<file path="src/rtl/cfi_pkg.sv">
// Shared types and helpers for the per-channel basic-block integrity verdict logic.
package cfi_pkg;

  localparam int NCH_DEF = 4;
  localparam int W_DEF   = 32;
  localparam int CW_DEF  = 16;

  typedef enum logic [1:0] {
    IDLE    = 2'd0,
    ACTIVE  = 2'd1,
    FLAGGED = 2'd2
  } cfi_state_e;

  // Increment v, clamping at the all-ones value of a cw-bit counter (cw <= 32).
  function automatic logic [31:0] sat_inc(input logic [31:0] v, input int unsigned cw);
    logic [31:0] max_v;
    max_v = (cw >= 32) ? '1 : ((32'd1 << cw) - 32'd1);
    return (v >= max_v) ? max_v : v + 32'd1;
  endfunction

endpackage

</file>
<file path="src/rtl/cfi_verdict_mc_if.sv">
// Packet/compare/verdict bundle of cfi_verdict_mc; first_* signals exist only
// when CFI_FIRST_ERR_LOG_EN is defined.
interface cfi_verdict_mc_if
  import cfi_pkg::*;
#(
  parameter int NCH = NCH_DEF,
  parameter int W   = W_DEF,
  parameter int CW  = CW_DEF
);
  logic [NCH-1:0]    pkt_start;
  logic [NCH-1:0]    pkt_end;
  logic [NCH-1:0]    chk_valid;
  logic [NCH*W-1:0]  dupl_bblock;
  logic [NCH*W-1:0]  jump_bblock;
  logic              err_clr;
  logic [NCH-1:0]    pkt_done;
  logic [NCH-1:0]    pkt_drop;
  logic [NCH*CW-1:0] err_cnt;
  logic              irq;
`ifdef CFI_FIRST_ERR_LOG_EN
  logic [NCH*W-1:0]  first_exp;
  logic [NCH*W-1:0]  first_act;
  logic [NCH-1:0]    first_vld;
`endif

  modport master (
    output pkt_start, pkt_end, chk_valid, dupl_bblock, jump_bblock, err_clr,
`ifdef CFI_FIRST_ERR_LOG_EN
    input  first_exp, first_act, first_vld,
`endif
    input  pkt_done, pkt_drop, err_cnt, irq
  );

  modport slave (
    input  pkt_start, pkt_end, chk_valid, dupl_bblock, jump_bblock, err_clr,
`ifdef CFI_FIRST_ERR_LOG_EN
    output first_exp, first_act, first_vld,
`endif
    output pkt_done, pkt_drop, err_cnt, irq
  );

endinterface

</file>
<file path="src/rtl/cfi_chan.sv">
// One core channel: packet FSM, address compare, saturating mismatch counter and,
// with CFI_FIRST_ERR_LOG_EN, a first-mismatch capture.
module cfi_chan
  import cfi_pkg::*;
#(
  parameter int W  = W_DEF,
  parameter int CW = CW_DEF
) (
  input  logic          core_sp_clk,
  input  logic          reset,
  input  logic          pkt_start,
  input  logic          pkt_end,
  input  logic          chk_valid,
  input  logic          err_clr,
  input  logic [W-1:0]  dupl_bblock,
  input  logic [W-1:0]  jump_bblock,
  output logic          pkt_done,
  output logic          pkt_drop,
  output logic [CW-1:0] err_cnt,
`ifdef CFI_FIRST_ERR_LOG_EN
  output logic [W-1:0]  first_exp,
  output logic [W-1:0]  first_act,
  output logic          first_vld,
`endif
  output logic          drop_evt
);

  cfi_state_e state_q, state_d;
  logic       in_pkt, mismatch, verdict, drop_val;

  // The pkt_start cycle is the first word of the new packet, so it is compared too.
  assign in_pkt   = (state_q != IDLE);
  assign mismatch = chk_valid && (in_pkt || pkt_start) && (dupl_bblock != jump_bblock);
  assign drop_evt = verdict && drop_val;

  // NOTE: every output of this block is given a default first, so no path leaves a latch.
  always_comb begin
    state_d  = state_q;
    verdict  = 1'b0;
    drop_val = 1'b0;
    if (pkt_start && in_pkt) begin
      // Missing end: force a drop on the open packet and start the new one.
      verdict  = 1'b1;
      drop_val = 1'b1;
      state_d  = mismatch ? FLAGGED : ACTIVE;
    end else if (pkt_start && pkt_end) begin
      verdict  = 1'b1;
      drop_val = mismatch;
      state_d  = IDLE;
    end else if (pkt_start) begin
      state_d = mismatch ? FLAGGED : ACTIVE;
    end else if (in_pkt && pkt_end) begin
      verdict  = 1'b1;
      drop_val = (state_q == FLAGGED) || mismatch;
      state_d  = IDLE;
    end else if (mismatch) begin
      state_d = FLAGGED;
    end
  end

  // NOTE: state is updated with non-blocking assignments so all flops sample the same pre-edge values.
  always_ff @(posedge core_sp_clk) begin
    if (reset) begin
      state_q  <= IDLE;
      pkt_done <= 1'b0;
      pkt_drop <= 1'b0;
      err_cnt  <= '0;
    end else begin
      state_q  <= state_d;
      pkt_done <= verdict;
      if (verdict) pkt_drop <= drop_val;
      if (err_clr)       err_cnt <= '0;
      else if (mismatch) err_cnt <= CW'(sat_inc(32'(err_cnt), CW));
    end
  end

`ifdef CFI_FIRST_ERR_LOG_EN
  always_ff @(posedge core_sp_clk) begin
    if (reset) begin
      first_vld <= 1'b0;
    end else if (err_clr) begin
      first_vld <= 1'b0;
    end else if (mismatch && !first_vld) begin
      first_vld <= 1'b1;
    end
  end

  // NOTE: captured addresses are qualified by first_vld, so these data flops carry no reset.
  always_ff @(posedge core_sp_clk) begin
    if (!reset && !err_clr && mismatch && !first_vld) begin
      first_exp <= dupl_bblock;
      first_act <= jump_bblock;
    end
  end
`endif

endmodule

</file>
<file path="src/rtl/cfi_verdict_mc.sv">
// NCH independent integrity-check channels with a shared drop interrupt.
// Optional first-mismatch log: define CFI_FIRST_ERR_LOG_EN.
module cfi_verdict_mc
  import cfi_pkg::*;
#(
  parameter int NCH = NCH_DEF,
  parameter int W   = W_DEF,
  parameter int CW  = CW_DEF
) (
  input logic             core_sp_clk,
  input logic             reset,
  cfi_verdict_mc_if.slave bus
);

  logic          done_c [NCH];
  logic          drop_c [NCH];
  logic [CW-1:0] cnt_c  [NCH];
  logic          evt_c  [NCH];
`ifdef CFI_FIRST_ERR_LOG_EN
  logic [W-1:0]  fexp_c [NCH];
  logic [W-1:0]  fact_c [NCH];
  logic          fvld_c [NCH];
`endif
  logic          any_drop;
  logic          irq_q;

  for (genvar c = 0; c < NCH; c++) begin : g_chan
    cfi_chan #(.W(W), .CW(CW)) u_chan (
      .core_sp_clk (core_sp_clk),
      .reset       (reset),
      .pkt_start   (bus.pkt_start[c]),
      .pkt_end     (bus.pkt_end[c]),
      .chk_valid   (bus.chk_valid[c]),
      .err_clr     (bus.err_clr),
      .dupl_bblock (bus.dupl_bblock[c*W +: W]),
      .jump_bblock (bus.jump_bblock[c*W +: W]),
      .pkt_done    (done_c[c]),
      .pkt_drop    (drop_c[c]),
      .err_cnt     (cnt_c[c]),
`ifdef CFI_FIRST_ERR_LOG_EN
      .first_exp   (fexp_c[c]),
      .first_act   (fact_c[c]),
      .first_vld   (fvld_c[c]),
`endif
      .drop_evt    (evt_c[c])
    );
  end

  always_comb begin
    any_drop     = 1'b0;
    bus.pkt_done = '0;
    bus.pkt_drop = '0;
    bus.err_cnt  = '0;
`ifdef CFI_FIRST_ERR_LOG_EN
    bus.first_exp = '0;
    bus.first_act = '0;
    bus.first_vld = '0;
`endif
    for (int c = 0; c < NCH; c++) begin
      any_drop                 = any_drop | evt_c[c];
      bus.pkt_done[c]          = done_c[c];
      bus.pkt_drop[c]          = drop_c[c];
      bus.err_cnt[c*CW +: CW]  = cnt_c[c];
`ifdef CFI_FIRST_ERR_LOG_EN
      bus.first_exp[c*W +: W]  = fexp_c[c];
      bus.first_act[c*W +: W]  = fact_c[c];
      bus.first_vld[c]         = fvld_c[c];
`endif
    end
  end

  // Registered so irq lines up with the pkt_done pulse of the dropping channel.
  always_ff @(posedge core_sp_clk) begin
    if (reset) irq_q <= 1'b0;
    else       irq_q <= any_drop;
  end

  assign bus.irq = irq_q;

endmodule

</file>
<file path="src/flat_wrapper.sv">
// flat-port wrapper written by rule: the top's interface ports become plain ports
module cfi_verdict_mc_flat import cfi_pkg::*;
#(
  parameter int NCH = NCH_DEF,
  parameter int W   = W_DEF,
  parameter int CW  = CW_DEF
)
  (core_sp_clk, reset, bus_pkt_start, bus_pkt_end, bus_chk_valid, bus_dupl_bblock, bus_jump_bblock, bus_err_clr, bus_pkt_done, bus_pkt_drop, bus_err_cnt, bus_irq);
  cfi_verdict_mc_if #(.NCH(NCH), .W(W), .CW(CW)) bus_i ();
  input logic core_sp_clk;
  input logic reset;
  input wire logic [$bits(bus_i.pkt_start)-1:0] bus_pkt_start;
  input wire logic [$bits(bus_i.pkt_end)-1:0] bus_pkt_end;
  input wire logic [$bits(bus_i.chk_valid)-1:0] bus_chk_valid;
  input wire logic [$bits(bus_i.dupl_bblock)-1:0] bus_dupl_bblock;
  input wire logic [$bits(bus_i.jump_bblock)-1:0] bus_jump_bblock;
  input wire logic [$bits(bus_i.err_clr)-1:0] bus_err_clr;
  output wire logic [$bits(bus_i.pkt_done)-1:0] bus_pkt_done;
  output wire logic [$bits(bus_i.pkt_drop)-1:0] bus_pkt_drop;
  output wire logic [$bits(bus_i.err_cnt)-1:0] bus_err_cnt;
  output wire logic [$bits(bus_i.irq)-1:0] bus_irq;
  assign bus_i.pkt_start = bus_pkt_start;
  assign bus_i.pkt_end = bus_pkt_end;
  assign bus_i.chk_valid = bus_chk_valid;
  assign bus_i.dupl_bblock = bus_dupl_bblock;
  assign bus_i.jump_bblock = bus_jump_bblock;
  assign bus_i.err_clr = bus_err_clr;
  assign bus_pkt_done = bus_i.pkt_done;
  assign bus_pkt_drop = bus_i.pkt_drop;
  assign bus_err_cnt = bus_i.err_cnt;
  assign bus_irq = bus_i.irq;
  cfi_verdict_mc #(.NCH(NCH), .W(W), .CW(CW)) u_core (.core_sp_clk(core_sp_clk), .reset(reset), .bus(bus_i));
endmodule
</file>
<file path="config.mk">
export PLATFORM = sky130hd
export DESIGN_NAME = cfi_verdict_mc_flat
export DESIGN_NICKNAME = d
export VERILOG_FILES = /design/src/rtl/cfi_pkg.sv /design/src/rtl/cfi_verdict_mc_if.sv /design/src/rtl/cfi_chan.sv /design/src/rtl/cfi_verdict_mc.sv /design/src/flat_wrapper.sv
export SDC_FILE = /design/constraint.sdc
export NUM_CORES = 1
export LEC_CHECK = 0
export BUFFER_PORTS_ARGS = -buffer_cell sky130_fd_sc_hd__buf_2
export CAP_MARGIN = 20
export CELL_PAD_IN_SITES_DETAIL_PLACEMENT = 1
export CELL_PAD_IN_SITES_GLOBAL_PLACEMENT = 1
export CORE_MARGIN = 1.5
export CORE_UTILIZATION = 25
export CTS_BUF_LIST = sky130_fd_sc_hd__clkbuf_2 sky130_fd_sc_hd__clkbuf_4 sky130_fd_sc_hd__clkbuf_8
export DETAILED_ROUTE_END_ITERATION = 6
export PLACE_DENSITY_LB_ADDON = 0.15
export SLEW_MARGIN = 30
export SYNTH_ARGS = -nofsm -noshare
export SYNTH_HDL_FRONTEND = slang
export SYNTH_SLANG_ARGS = --single-unit
</file>
<file path="constraint.sdc">
create_clock -name core_sp_clk -period 2.5 [get_ports core_sp_clk]
set_clock_uncertainty 0.1 [all_clocks]
set_input_delay 0.375 -clock core_sp_clk [delete_from_list [all_inputs] [get_ports core_sp_clk]]
set_output_delay 0.375 -clock core_sp_clk [all_outputs]
set_load 0.1 [all_outputs]
</file>
# Yosys cells after proc, flatten, opt, wreduce, memory -nomap -nowiden
# Index checks and enable logic that the tools add are counted.
op_classes:
  add_sub_neg: 4
  magnitude_cmp: 4
  n_eq_ne: 8
  n_mux: 60
  n_bitwise: 3
  n_reduce_logical: 41
op_table:
  columns: ["op", "count"]
  rows:
  - ["32-bit != test", 4]
  - ["16-bit by 1-bit adder with 16-bit output, second input constant", 4]
  - ["16-bit >= comparator, second input constant", 4]
  - ["16-bit two-way mux", 4]
  - ["2-bit two-way mux", 24]
  - ["1-bit two-way mux", 32]
  - ["1-bit logical AND", 24]
  - ["5-bit nonzero test", 4]
  - ["2-bit == test, second input constant", 4]
  - ["1-bit logical OR", 8]
  - ["2-bit nonzero test", 4]
  - ["1-bit bitwise OR", 3]
  - ["2-bit OR reduction", 1]
totals:
  register_bits: 81
  output_inout_bits: 73
  wordCells: 137

# Depth between registers and ports, before layout
# Gate-level depths: netlist of run 1.
depth:
  depth_word: 13
  depth_mapped: 8

# Modules after synthesis
# From an unflattened synthesis of run 1, not the netlist that was laid out.
unflattened:
  hier_cells: 711
  hier_area_um2: 5670.4
modules_own_cells:
  columns: ["module", "instances", "cells_each", "area_each_um2", "seq_area_each_um2"]
  rows:
  - ["cfi_chan", 4, 177, 1410.1, 400.4]
  - ["cfi_verdict_mc", 1, 3, 30.0, 20.0]

# Worst setup path after synthesis of run 1
# No wires, ideal clock.
synth_path:
  kind: "register -> register"
  start: "register u_core.g_chan[1].u_chan.err_cnt[2]"
  end: "register u_core.g_chan[1].u_chan.err_cnt[15]"
  arrival_time_ns: 2.439
  slack_ns: -0.167
  stages_incl_launch_ff: 8
  n_path_buf: 0
  path_cell_list: "dfxtp_1 nand3_1 nor2_2 and4_1 and3_1 nand4_2 nor4_2 nor3b_2"
synth_between:
  elab_chain_len: 2
synth_lines:
  columns: ["element", "line_no", "rtl"]
  rows:
  - ["from (decl)", "cfi_chan.sv:19", "output logic [CW-1:0] err_cnt,"]
  - ["from (signal assigned)", "cfi_chan.sv:73", "else if (mismatch) err_cnt <= CW'(sat_inc(32'(err_cnt), CW));"]
  - ["16-bit by 1-bit adder with 16-bit output or 16-bit >= comparator (tied branches)", "cfi_pkg.sv:18", "return (v >= max_v) ? max_v : v + 32'd1;"]
  - ["16-bit two-way mux *", "cfi_pkg.sv:18", null]
# Every way passes the cells marked *; elsewhere a longest branch is shown, timed or not.
# A chain may end at the register's enable or synchronous reset.

# Worst setup path after layout of run 1
layout_path:
  start: "register u_core.g_chan[0].u_chan.err_cnt[3]"
  end: "register u_core.g_chan[0].u_chan.err_cnt[6]"
layout_between:
  elab_chain_len: 2
layout_lines:
  columns: ["element", "line_no"]
  rows:
  - ["from (decl)", "cfi_chan.sv:19"]
  - ["from (signal assigned)", "cfi_chan.sv:73"]
  - ["16-bit by 1-bit adder with 16-bit output or 16-bit >= comparator (tied branches)", "cfi_pkg.sv:18"]
  - ["16-bit two-way mux *", "cfi_pkg.sv:18"]
# Marks and branches as above.

==> metrics.md, run 1 <==
| Metric | Value |
|---|---|
| Final worst setup slack | `414 ps` |
| Post_cts resized | `0` |
| IO buf count | `343` |
| Fillers | `2688` |
| Core Area | `21200 sq um` |
| Largest net degree at the start of global routing | `39` |
| Cell area power density | `416 nW/um^2` |
| Worst EP required | `2710 ps` |
| Clk Latency, worst-skew pair | `370 ps` |
| MaxCap Viol Count | `0` |
| Crit. End Element | `flop` |
| Met1 Resource Use GR | `18.8%` |
| Syn. warnings | `0` |
| Setup CP Type | `reg -> reg` |
| GPL Wtd Cong | `0.771` |
| Share of layout cells above drive strength 1 | `41.7%` |
| Mapped Nets | `915` |
| Worst-case clock buffer depth | `2` |
| Die Ht | `151 um` |
| GRT busiest layer | `met2` |
| Unique masters post-synth | `66` |
| Initial antenna violation count | `1` |
| H-tree Lvls | `3` |
| Initial DRC Count | `146` |
| Critical Path Most Common Cell | `and3_1` |
| Placed Area | `7480 sq um` |
| Worst-path clk slew | `100 ps` |
| P_leak | `3.45 nW` |
| CTS root buf | `clkbuf_8` |
| Fin. max-slew vios | `0` |
| Power share of the sequential group | `41.4%` |
| Prevailing post-synth register cell | `dfxtp_1` |
| EDFF count, synth | `0` |
| Peak Freq | `0.479 GHz` |
| First-pass GRT wire length | `30.1 mm` |
| Post-Route WL | `19.7 mm` |
| Synth-to-layout area growth | `41.8%` |
| Startpoint Class | `flop` |
| Number of global-route vias before repair | `6097` |
| Relative slew margins | `58.4%` |
| Crit share post-route | `83.4%` |
| Synth Register Bits | `81` |
| R2R Setup Slk | `410 ps` |
| Hold crit path type | `in -> reg` |
| VDD IR max | `0.246 mV` |
| Row count | `53` |
| Post-detail-place hpwl | `16.2 mm` |
| # setup viols final | `0` |
| Clock power share | `35.4%` |
| Average wire per standard cell | `15.6 um` |
| I/O Pins | `344` |
| CP peak stage delay | `380 ps` |
| GRT Util Overall | `16.8%` |
| Hold_buf cts | `0` |
| Post-route insts no fill | `1264` |
| Critical Path Fanout Max | `10` |
| Worst Max-Slew Pin Slew | `622 ps` |
| Commonest non-fill, non-tap cell in the layout | `buf_2` |
| Minimum clock period | `2090 ps` |
| Initial core utilization | `25.7%` |
| Number of clock sinks | `81` |
| Ys async rst share | `0%` |
| Worst-path cell with the longest stage delay | `dfxtp_2` |
| Most frequent cells in the layout | `buf_2, xor2_1, xnor2_1` |
| GR Overflow Total | `0` |
| Via Count | `6001` |
| Area of the multi-input gates | `3600 sq um` |
| TritonRoute pass-1 iters | `4` |
| CTS buffer count | `9` |
| Crit path DAT | `2290 ps` |
| Gate power share | `23.2%` |
| Unrepaired setup endpoints after global routing | `false` |
| Drt drc | `0` |
| DIE AREA | `22700 sq um` |
| Total power | `3.21 mW` |
| Sw frac | `29.9%` |
| Mapped Cells | `640` |
| Final hold vios | `0` |
| Fin nets | `1259` |
| Net Switching | `959 uW` |
| Post-synthesis sequential area ratio | `29.8%` |
| Synthesized area per cell | `8.50 sq um` |
| Register area | `1640 sq um` |
| Placed cell count | `1248` |
| Hold_ws | `178 ps` |
| Die X | `151 um` |
| TritonCTS clock tree | `done` |
| Via-per-instance ratio | `4.75` |
| Met2 Resource Use GR | `30.8%` |
| Post-Syn Area | `5440 sq um` |
| Setup Buffers After CTS | `0` |
| Pre-CTS setup slack | `12.3 ps` |
| Post-Route Utilization | `36.4%` |
| Worst path cell trace | `and4_1, and3_1, and3_1, nand2_1, nor2_2, nand4_2, o21ai_0` |
| Number of diodes | `0` |
| Routed Antenna Nets | `0` |
| Setup TNS | `0 ps` |
| Design area | `7710 sq um` |
| Internal cell power | `2.25 mW` |
| GR Layer Usage met3 | `4.85%` |
| Outcome | `finished, final reports clean` |
==> cell usage after synthesis (2+ instances only) <==
cell type  number  area share [%]
a211oi_2        3            0.69
xor2_1         82              13
o21a_1          4            0.55
buf_6           2            0.41
nand2_2         3            0.35
nor4_2          4            0.92
a41o_1          4            0.74
nand2_1        28             1.9
and3_1         16             1.8
a41oi_1         2            0.32
nand4_2         2            0.46
ha_1            4            0.92
o21ai_1         2            0.18
clkbuf_1       11            0.76
and4_1          6            0.97
o211a_1         4            0.74
a211oi_1        5            0.69
o21ai_0        30             2.8
nor3b_1         4            0.55
xnor2_1        78              13
a31oi_1        13             1.5
inv_1          17             1.2
nor2_1         27             1.9
nand4_1        37             4.3
a21oi_1        34             3.1
or3_1           3            0.35
nand2b_1        4            0.46
nor2_2          2            0.23
nor3_1         28             2.6
nor4_1         25             2.9
o22ai_1         3            0.35
buf_2           3            0.28
o21bai_1        3            0.41
and2_1          6            0.69
buf_4           9             1.2
o31a_1          2            0.32
a21o_1          3            0.41
nand3_1        17             1.6
mux2i_1         3            0.55
dfxtp_1        81              30
==> power groups by stage <==
stage / clock (mW) / combinational (mW) / sequential [mW]
6_report: 1.13 / 0.743 / 1.33
3_5_place_dp: 0 / 0.751 / 1.36
5_1_grt: 1.23 / 0.813 / 1.33
2_1_floorplan: 0 / 0.371 / 1.40
3_3_place_gp: 0 / 0.743 / 1.36
4_1_cts: 1.19 / 0.754 / 1.33
==> layout make-up <==
type | instances | area share [%]
Clock buffer | 10 | 1.79
Clock inverter | 6 | 1.14
Inverter | 17 | 0.828
Multi-Input combinational cell | 516 | 46.7
Sequential cell | 81 | 21.2
Tap cell | 275 | 4.46
Timing Repair Buffer | 359 | 23.8
==> per-layer routing <==
metal / up-vias / routed length, um
met5: - / 13
met4: 2 / 318
met3: 29 / 1540
met2: 175 / 9940
met1: 2784 / 7850
li1: 3011 / -
==> worst paths after layout <==
check / start / end / depth (start not counted)
worst min-delay path: bus_pkt_end[3] / u_core.g_chan[3].u_chan.state_q[0] / 2
worst max register to register: u_core.g_chan[0].u_chan.err_cnt[3] / u_core.g_chan[0].u_chan.err_cnt[6] / 7
worst max-delay path: u_core.g_chan[0].u_chan.err_cnt[3] / u_core.g_chan[0].u_chan.err_cnt[6] / 7
worst min register to register: u_core.g_chan[0].u_chan.pkt_drop / u_core.g_chan[0].u_chan.pkt_drop / 2
==> critical path, delay by kind of cell (launching register included) <==
kind             cells  cell delay (ps)
flip-flops           1              380
AO/OA/AOI/OAI        1              170
AND/OR/NAND/NOR      6             1370
==> sequential cells by signal, summed over array words and instances, names as in the netlist <==
register,cells
u_core.g_chan.u_chan.pkt_done,4
u_core.bus.irq,1
u_core.g_chan.u_chan.err_cnt,64
u_core.g_chan.u_chan.pkt_drop,4
u_core.g_chan.u_chan.state_q,8
==> cells by family after synthesis <==
| group | share of synthesized area, % |
|---|---|
| buffers and inverters | 3.96 |
| xor gates and xnor gates | 25.8 |
| muxes | 0.552 |
| DFF | 29.8 |
| adders and majority gates | 0.920 |
| AOI/OAI and AO/OA | 15.3 |
| and+or+nand+nor | 23.7 |
Power figures use the tool's default switching activity.
==> inputs of run 2 (changes only) <==
==> constraint.sdc (replaced) <==
create_clock -name core_sp_clk -period 2.1 [get_ports core_sp_clk]
set_clock_uncertainty 0.1 [all_clocks]
set_input_delay 0.315 -clock core_sp_clk [delete_from_list [all_inputs] [get_ports core_sp_clk]]
set_output_delay 0.315 -clock core_sp_clk [all_outputs]
set_load 0.1 [all_outputs]
==> metrics.md, run 2 (same netlist as run 1, synthesis figures left out) <==
| Metric | Value |
|---|---|
| Synth-to-layout area growth | `46.3%` |
| Biggest register | `u_core.g_chan.u_chan.err_cnt` |
| Cell area power density | `477 nW/um^2 (+15%)` |
| TritonCTS clock tree | `done` |
| Worst-path cell with the longest stage delay | `dfxtp_4` |
| Number of global-route vias before repair | `6116 (+0.31%)` |
| TritonRoute pass-1 iters | `4 (unchanged)` |
| Average wire per standard cell | `15.0 um (-3.8%)` |
| Number of clock sinks | `81 (unchanged)` |
| Startpoint Class | `flop` |
| Worst EP required | `2270 ps (-440 ps)` |
| Number of diodes | `0 (unchanged)` |
| IO buf count | `343 (unchanged)` |
| Setup CP Type | `reg -> reg` |
| Outcome | `finished, final reports clean` |
| GPL Wtd Cong | `0.786 (+1.9%)` |
| CTS root buf | `clkbuf_8` |
| Initial antenna violation count | `0 (-1)` |
| Core Area | `21200 sq um (unchanged)` |
| Row count | `53 (unchanged)` |
| Worst path cell trace | `nand3_1, nor2_2, and4_1, and3_1, nand4_2, nor4_2, nor3b_2` |
| CP peak stage delay | `380 ps (about the same)` |
| Worst Max-Slew Pin Slew | `510 ps (-112 ps)` |
| Worst hold stages | `2 (unchanged)` |
| H-tree Lvls | `3 (unchanged)` |
| Crit. End Element | `flop` |
| Post-Route WL | `19.2 mm (-2.3%)` |
| Largest regs | `u_core.g_chan.u_chan.err_cnt x64, u_core.g_chan.u_chan.state_q x8` |
| Share of layout cells above drive strength 1 | `46.4% (+4.8 points)` |
| Fin nets | `1278 (+1.5%)` |
| Critical Path Fanout Max | `5 (-5)` |
| MaxCap Viol Count | `0 (unchanged)` |
| Routed Antenna Nets | `0 (unchanged)` |
| Placed cell count | `1264 (+1.3%)` |
| First-pass GRT wire length | `29.7 mm (-1.4%)` |
| Setup TNS | `0 ps (unchanged)` |
| Most frequent cells in the layout | `buf_2, xor2_1, xnor2_1` |
| # setup viols final | `0 (unchanged)` |
| Final hold vios | `0 (unchanged)` |
| Die X | `151 um (unchanged)` |
| VDD IR max | `0.241 mV (-2.0%)` |
| DIE AREA | `22700 sq um (unchanged)` |
| Crit share post-route | `93.4% (+9.9 points)` |
| CTS buffer count | `9 (unchanged)` |
| GR Overflow Total | `0 (unchanged)` |
| P_leak | `3.56 nW (+3.2%)` |
| GRT Util Overall | `16.4% (-0.40 points)` |
| Clk Latency, worst-skew pair | `380 ps (about the same)` |
| Minimum clock period | `1960 ps (-125 ps)` |
| Initial core utilization | `25.7% (unchanged)` |
| Via Count | `6077 (+1.3%)` |
| Initial DRC Count | `180 (+23%)` |
| Worst-path clk slew | `110 ps (about the same)` |
| Post-route insts no fill | `1283 (+1.5%)` |
| Largest net degree at the start of global routing | `31 (-21%)` |
| Worst-case clock buffer depth | `2 (unchanged)` |
| Post-detail-place hpwl | `15.7 mm (-2.7%)` |
| R2R cell count | `7 (unchanged)` |
| Commonest non-fill, non-tap cell in the layout | `buf_2` |
| Fin. max-slew vios | `0 (unchanged)` |
| Relative slew margins | `66.3% (+7.9 points)` |
| Die Ht | `151 um (unchanged)` |
| I/O Pins | `344 (unchanged)` |
| Max reg flops | `64 (unchanged)` |
| Peak Freq | `0.510 GHz (+6.4%)` |
| Unrepaired setup endpoints after global routing | `false` |
| Drt drc | `0 (unchanged)` |
| Via-per-instance ratio | `4.74 (-0.23%)` |
| Hold crit path type | `in -> reg` |
| Crit path DAT | `2130 ps (-160 ps)` |
-- run 2: cell types whose count changed in the layout (fill, tap and decap cells not counted), sizes merged --
cell      change
clkinv        -1
clkinvlp      +2
clkbuf        -1
buf          +19
-- run 2: where the power goes --
part           switching [mW]  internal [mW]  total (mW)
clock                   0.667          0.680        1.35
sequential             0.0218           1.54        1.56
combinational           0.475          0.415       0.889
total                    1.16           2.63        3.80
-- run 2: layer usage --
metal | vias up | share of wire (%) | track usage [%]
li1 | 3047 | - | -
met5 | - | 0 | 0
met4 | 0 | 1.4 | 5.05
met3 | 18 | 6.9 | 2.94
met1 | 2821 | 42 | 19.8
met2 | 191 | 49 | 29.5
-- run 2: final timing paths --
kind,slack (ps),to,startpoint
setup / recovery,140,u_core.g_chan[1].u_chan.err_cnt[15],u_core.g_chan[1].u_chan.err_cnt[4]
hold / removal,110,u_core.g_chan[3].u_chan.state_q[0],bus_pkt_end[3]
setup reg to reg,140,u_core.g_chan[1].u_chan.err_cnt[15],u_core.g_chan[1].u_chan.err_cnt[4]
hold reg to reg,360,u_core.g_chan[2].u_chan.pkt_drop,u_core.g_chan[2].u_chan.pkt_drop
-- run 2: what timing repair did --
action	in CTS	in global routing
gates resized for setup	1	4
buffers inserted	0	3
setup endpoints to repair	10	25
pin swaps	0	3
hold buffers	0	0
-- run 2: area by class of cell --
class | count | area (sq um)
timing repair buffer | 378 | 1980
tap | 275 | 344
clock buffer | 9 | 124
multi-input combinational | 516 | 3620
clock inverter | 7 | 101
inverter | 17 | 63.8
sequential | 81 | 1720
fill | 2662 | 13200
-- run 2: critical path: cells and delay by family (launching register included) --
family | cells | cell delay [ps]
and+or+nand+nor | 7 | 1370
DFF | 1 | 380
-- run 2: stage by stage --
| stage | power [mW] | utilization, % | hold slack (ps) | worst slack [ps] | instance area, sq um |
|---|---|---|---|---|---|
| after floorplan | 2.09 | - | 295 | 10.8 | 5540 |
| after CTS | 3.87 | 37.5 | 83.8 | 45.8 | 7930 |
| final | 3.80 | 37.6 | 109 | 139 | 7960 |
| after detailed placement | 2.50 | 36.4 | 355 | -215 | 7690 |
| after global routing | 4.00 | 37.6 | 100 | 25.0 | 7960 |
| after global placement | 2.49 | 36.4 | 349 | -202 | 7690 |
==> inputs of run 3 (changes only) <==
--- a/config.mk
+++ b/config.mk
@@ -10,7 +10,7 @@
 export CELL_PAD_IN_SITES_DETAIL_PLACEMENT = 1
 export CELL_PAD_IN_SITES_GLOBAL_PLACEMENT = 1
 export CORE_MARGIN = 1.5
-export CORE_UTILIZATION = 25
+export CORE_UTILIZATION = 31
 export CTS_BUF_LIST = sky130_fd_sc_hd__clkbuf_2 sky130_fd_sc_hd__clkbuf_4 sky130_fd_sc_hd__clkbuf_8
 export DETAILED_ROUTE_END_ITERATION = 6
 export PLACE_DENSITY_LB_ADDON = 0.15
==> metrics.md, run 3 (same netlist as run 1, synthesis figures left out) <==
| Metric | Value |
|---|---|
| Most frequent cells in the layout | `buf_2, xor2_1, xnor2_1` |
| Drt drc | `0 (unchanged)` |
| GR Overflow Total | `0 (unchanged)` |
| Synth-to-layout area growth | `44.4%` |
| Biggest register | `u_core.g_chan.u_chan.err_cnt` |
| Pre-CTS setup slack | `-238 ps (-23.0 ps)` |
| Worst setup endpoint | `u_core.g_chan[1].u_chan.err_cnt[15]` |
| DIE AREA | `18300 sq um (-19%)` |
| Post-detail-place hpwl | `15.7 mm (-0.33%)` |
| TritonRoute pass-1 iters | `4 (unchanged)` |
| Relative slew margins | `65.5% (-0.78 points)` |
| Clk Latency, worst-skew pair | `370 ps (about the same)` |
| RR Endpoint | `u_core.g_chan[1].u_chan.err_cnt[15]` |
| # setup viols final | `0 (unchanged)` |
| Crit. End Element | `flop` |
| MaxCap Viol Count | `0 (unchanged)` |
| CTS root buf | `clkbuf_8` |
| Core Area | `17200 sq um (-19%)` |
| Die X | `135 um (-10%)` |
| VDD IR max | `0.416 mV (+73%)` |
| Cell area power density | `466 nW/um^2 (-2.3%)` |
| Initial antenna violation count | `0 (unchanged)` |
| Startpoint Class | `flop` |
| CTS buffer count | `9 (unchanged)` |
| Initial DRC Count | `176 (-2.2%)` |
| Share of layout cells above drive strength 1 | `46.1% (-0.37 points)` |
| Critical Path Fanout Max | `7 (+2)` |
| Hold_buf cts | `0 (unchanged)` |
| R2R Setup Slk | `150 ps (about the same)` |
| Total power | `3.66 mW (-3.6%)` |
| CP peak stage delay | `390 ps (about the same)` |
| I/O Pins | `344 (unchanged)` |
| Final hold vios | `0 (unchanged)` |
| Unrepaired setup endpoints after global routing | `false` |
| Placed cell count | `1212 (-4.1%)` |
| Post-route insts no fill | `1228 (-4.3%)` |
| Setup CP Type | `reg -> reg` |
| Crit path DAT | `2110 ps (-20 ps)` |
| R2R cell count | `7 (unchanged)` |
| Outcome | `finished, final reports clean` |
| Number of global-route vias before repair | `6279 (+2.7%)` |
| GPL Wtd Cong | `0.782 (-0.46%)` |
| Crit path from | `u_core.g_chan[1].u_chan.err_cnt[2]` |
| Largest regs | `u_core.g_chan.u_chan.err_cnt x64, u_core.g_chan.u_chan.state_q x8` |
| Number of clock sinks | `81 (unchanged)` |
| Worst Max-Slew Pin Slew | `521 ps (+11.7 ps)` |
| Commonest non-fill, non-tap cell in the layout | `buf_2` |
| Average wire per standard cell | `15.8 um (+5.7%)` |
| Worst EP required | `2250 ps (-20 ps)` |
| Max reg flops | `64 (unchanged)` |
| IO buf count | `343 (unchanged)` |
| TritonCTS clock tree | `done` |
| Worst-path cell with the longest stage delay | `dfxtp_4` |
| Final worst setup slack | `147 ps (+8.05 ps)` |
| Worst-path clk slew | `80 ps (-30 ps)` |
| Worst path cell trace | `nand3_1, nor2_2, and4_1, and3_1, nand4_2, nor4_2, nor3b_2` |
| Via-per-instance ratio | `4.94 (+4.3%)` |
| Initial core utilization | `31.6% (+5.8 points)` |
| Routed Antenna Nets | `0 (unchanged)` |
| Peak Freq | `0.512 GHz (+0.41%)` |
| Post-Route WL | `19.4 mm (+1.2%)` |
| Post-Route Utilization | `45.6% (+7.9 points)` |
| Minimum clock period | `1950 ps (-8.05 ps)` |
| Row count | `48 (-9.4%)` |
| Hold crit path type | `in -> reg` |
| RR Startpoint | `u_core.g_chan[1].u_chan.err_cnt[2]` |
| GRT Util Overall | `20.6% (+4.2 points)` |
| First-pass GRT wire length | `30.4 mm (+2.3%)` |
| Via Count | `6069 (-0.13%)` |
| Die Ht | `135 um (-10%)` |
| Fin nets | `1273 (-0.39%)` |
| P_leak | `3.55 nW (-0.27%)` |
| Crit share post-route | `93.0% (-0.38 points)` |
| H-tree Lvls | `3 (unchanged)` |
| Largest net degree at the start of global routing | `59 (+90%)` |
| Worst-case clock buffer depth | `2 (unchanged)` |
| Fin. max-slew vios | `0 (unchanged)` |
| Number of diodes | `0 (unchanged)` |
run 3: cell types whose count changed in the layout (fill, tap and decap cells not counted), sizes merged:
cell	previous run	this run
inv	19	17
bufinv	2	1
clkbuf	9	12
buf	378	373
clkinvlp	2	0
clkinv	1	3
run 3: per-layer routing:
layer	GRT usage [%]	vias up	wire, um
met5	0	-	0
met1	23.5	2856	8010
met4	4.90	0	317
met3	5.54	24	1180
met2	38.0	160	9930
li1	-	3029	-
run 3: final cells by class:
class / instances / area, sq um
fill: 2221 / 9380
multi-input combinational: 516 / 3620
timing repair buffer: 373 / 1970
sequential: 81 / 1720
tap: 225 / 282
clock buffer: 12 / 153
inverter: 17 / 63.8
clock inverter: 4 / 45.0
run 3: how the worst min path moves through the flow:
stage                                                    end                                from  cells past startpoint
final                     u_core.g_chan[3].u_chan.state_q[0]                      bus_pkt_end[3]                      2
after global routing      u_core.g_chan[3].u_chan.state_q[0]                      bus_pkt_end[3]                      2
after CTS                 u_core.g_chan[3].u_chan.state_q[0]                      bus_pkt_end[3]                      2
after detailed placement    u_core.g_chan[3].u_chan.pkt_drop    u_core.g_chan[3].u_chan.pkt_drop                      2
after global placement    u_core.g_chan[0].u_chan.err_cnt[0]  u_core.g_chan[0].u_chan.err_cnt[0]                      1
after floorplan           u_core.g_chan[3].u_chan.state_q[0]                               reset                      1
run 3: repair_timing:
item	4_1_cts	5_1_grt
endpoints found under the hold margin	0	0
setup endpoints to repair	0	14
buffers inserted	0	0
gates resized for setup	0	3
run 3: critical path: cells and delay by family (launching register included):
family	cells	cell delay (ps)
simple gates	7	1360
flops	1	390
run 3: report_power, final:
| part | internal [mW] | switching, mW |
|---|---|---|
| Clock | 0.604 | 0.594 |
| Combinational | 0.420 | 0.483 |
| Sequential | 1.54 | 0.0227 |
run 3: stage by stage:
step                cell area, sq um  hold WS, ps  TNS (ps)
global route                    7850          113         0
floorplan                       5540          295         0
CTS                             7840         92.4         0
global placement                7640          341     -5380
finish                          7850          123         0
detailed placement              7640          352     -8060
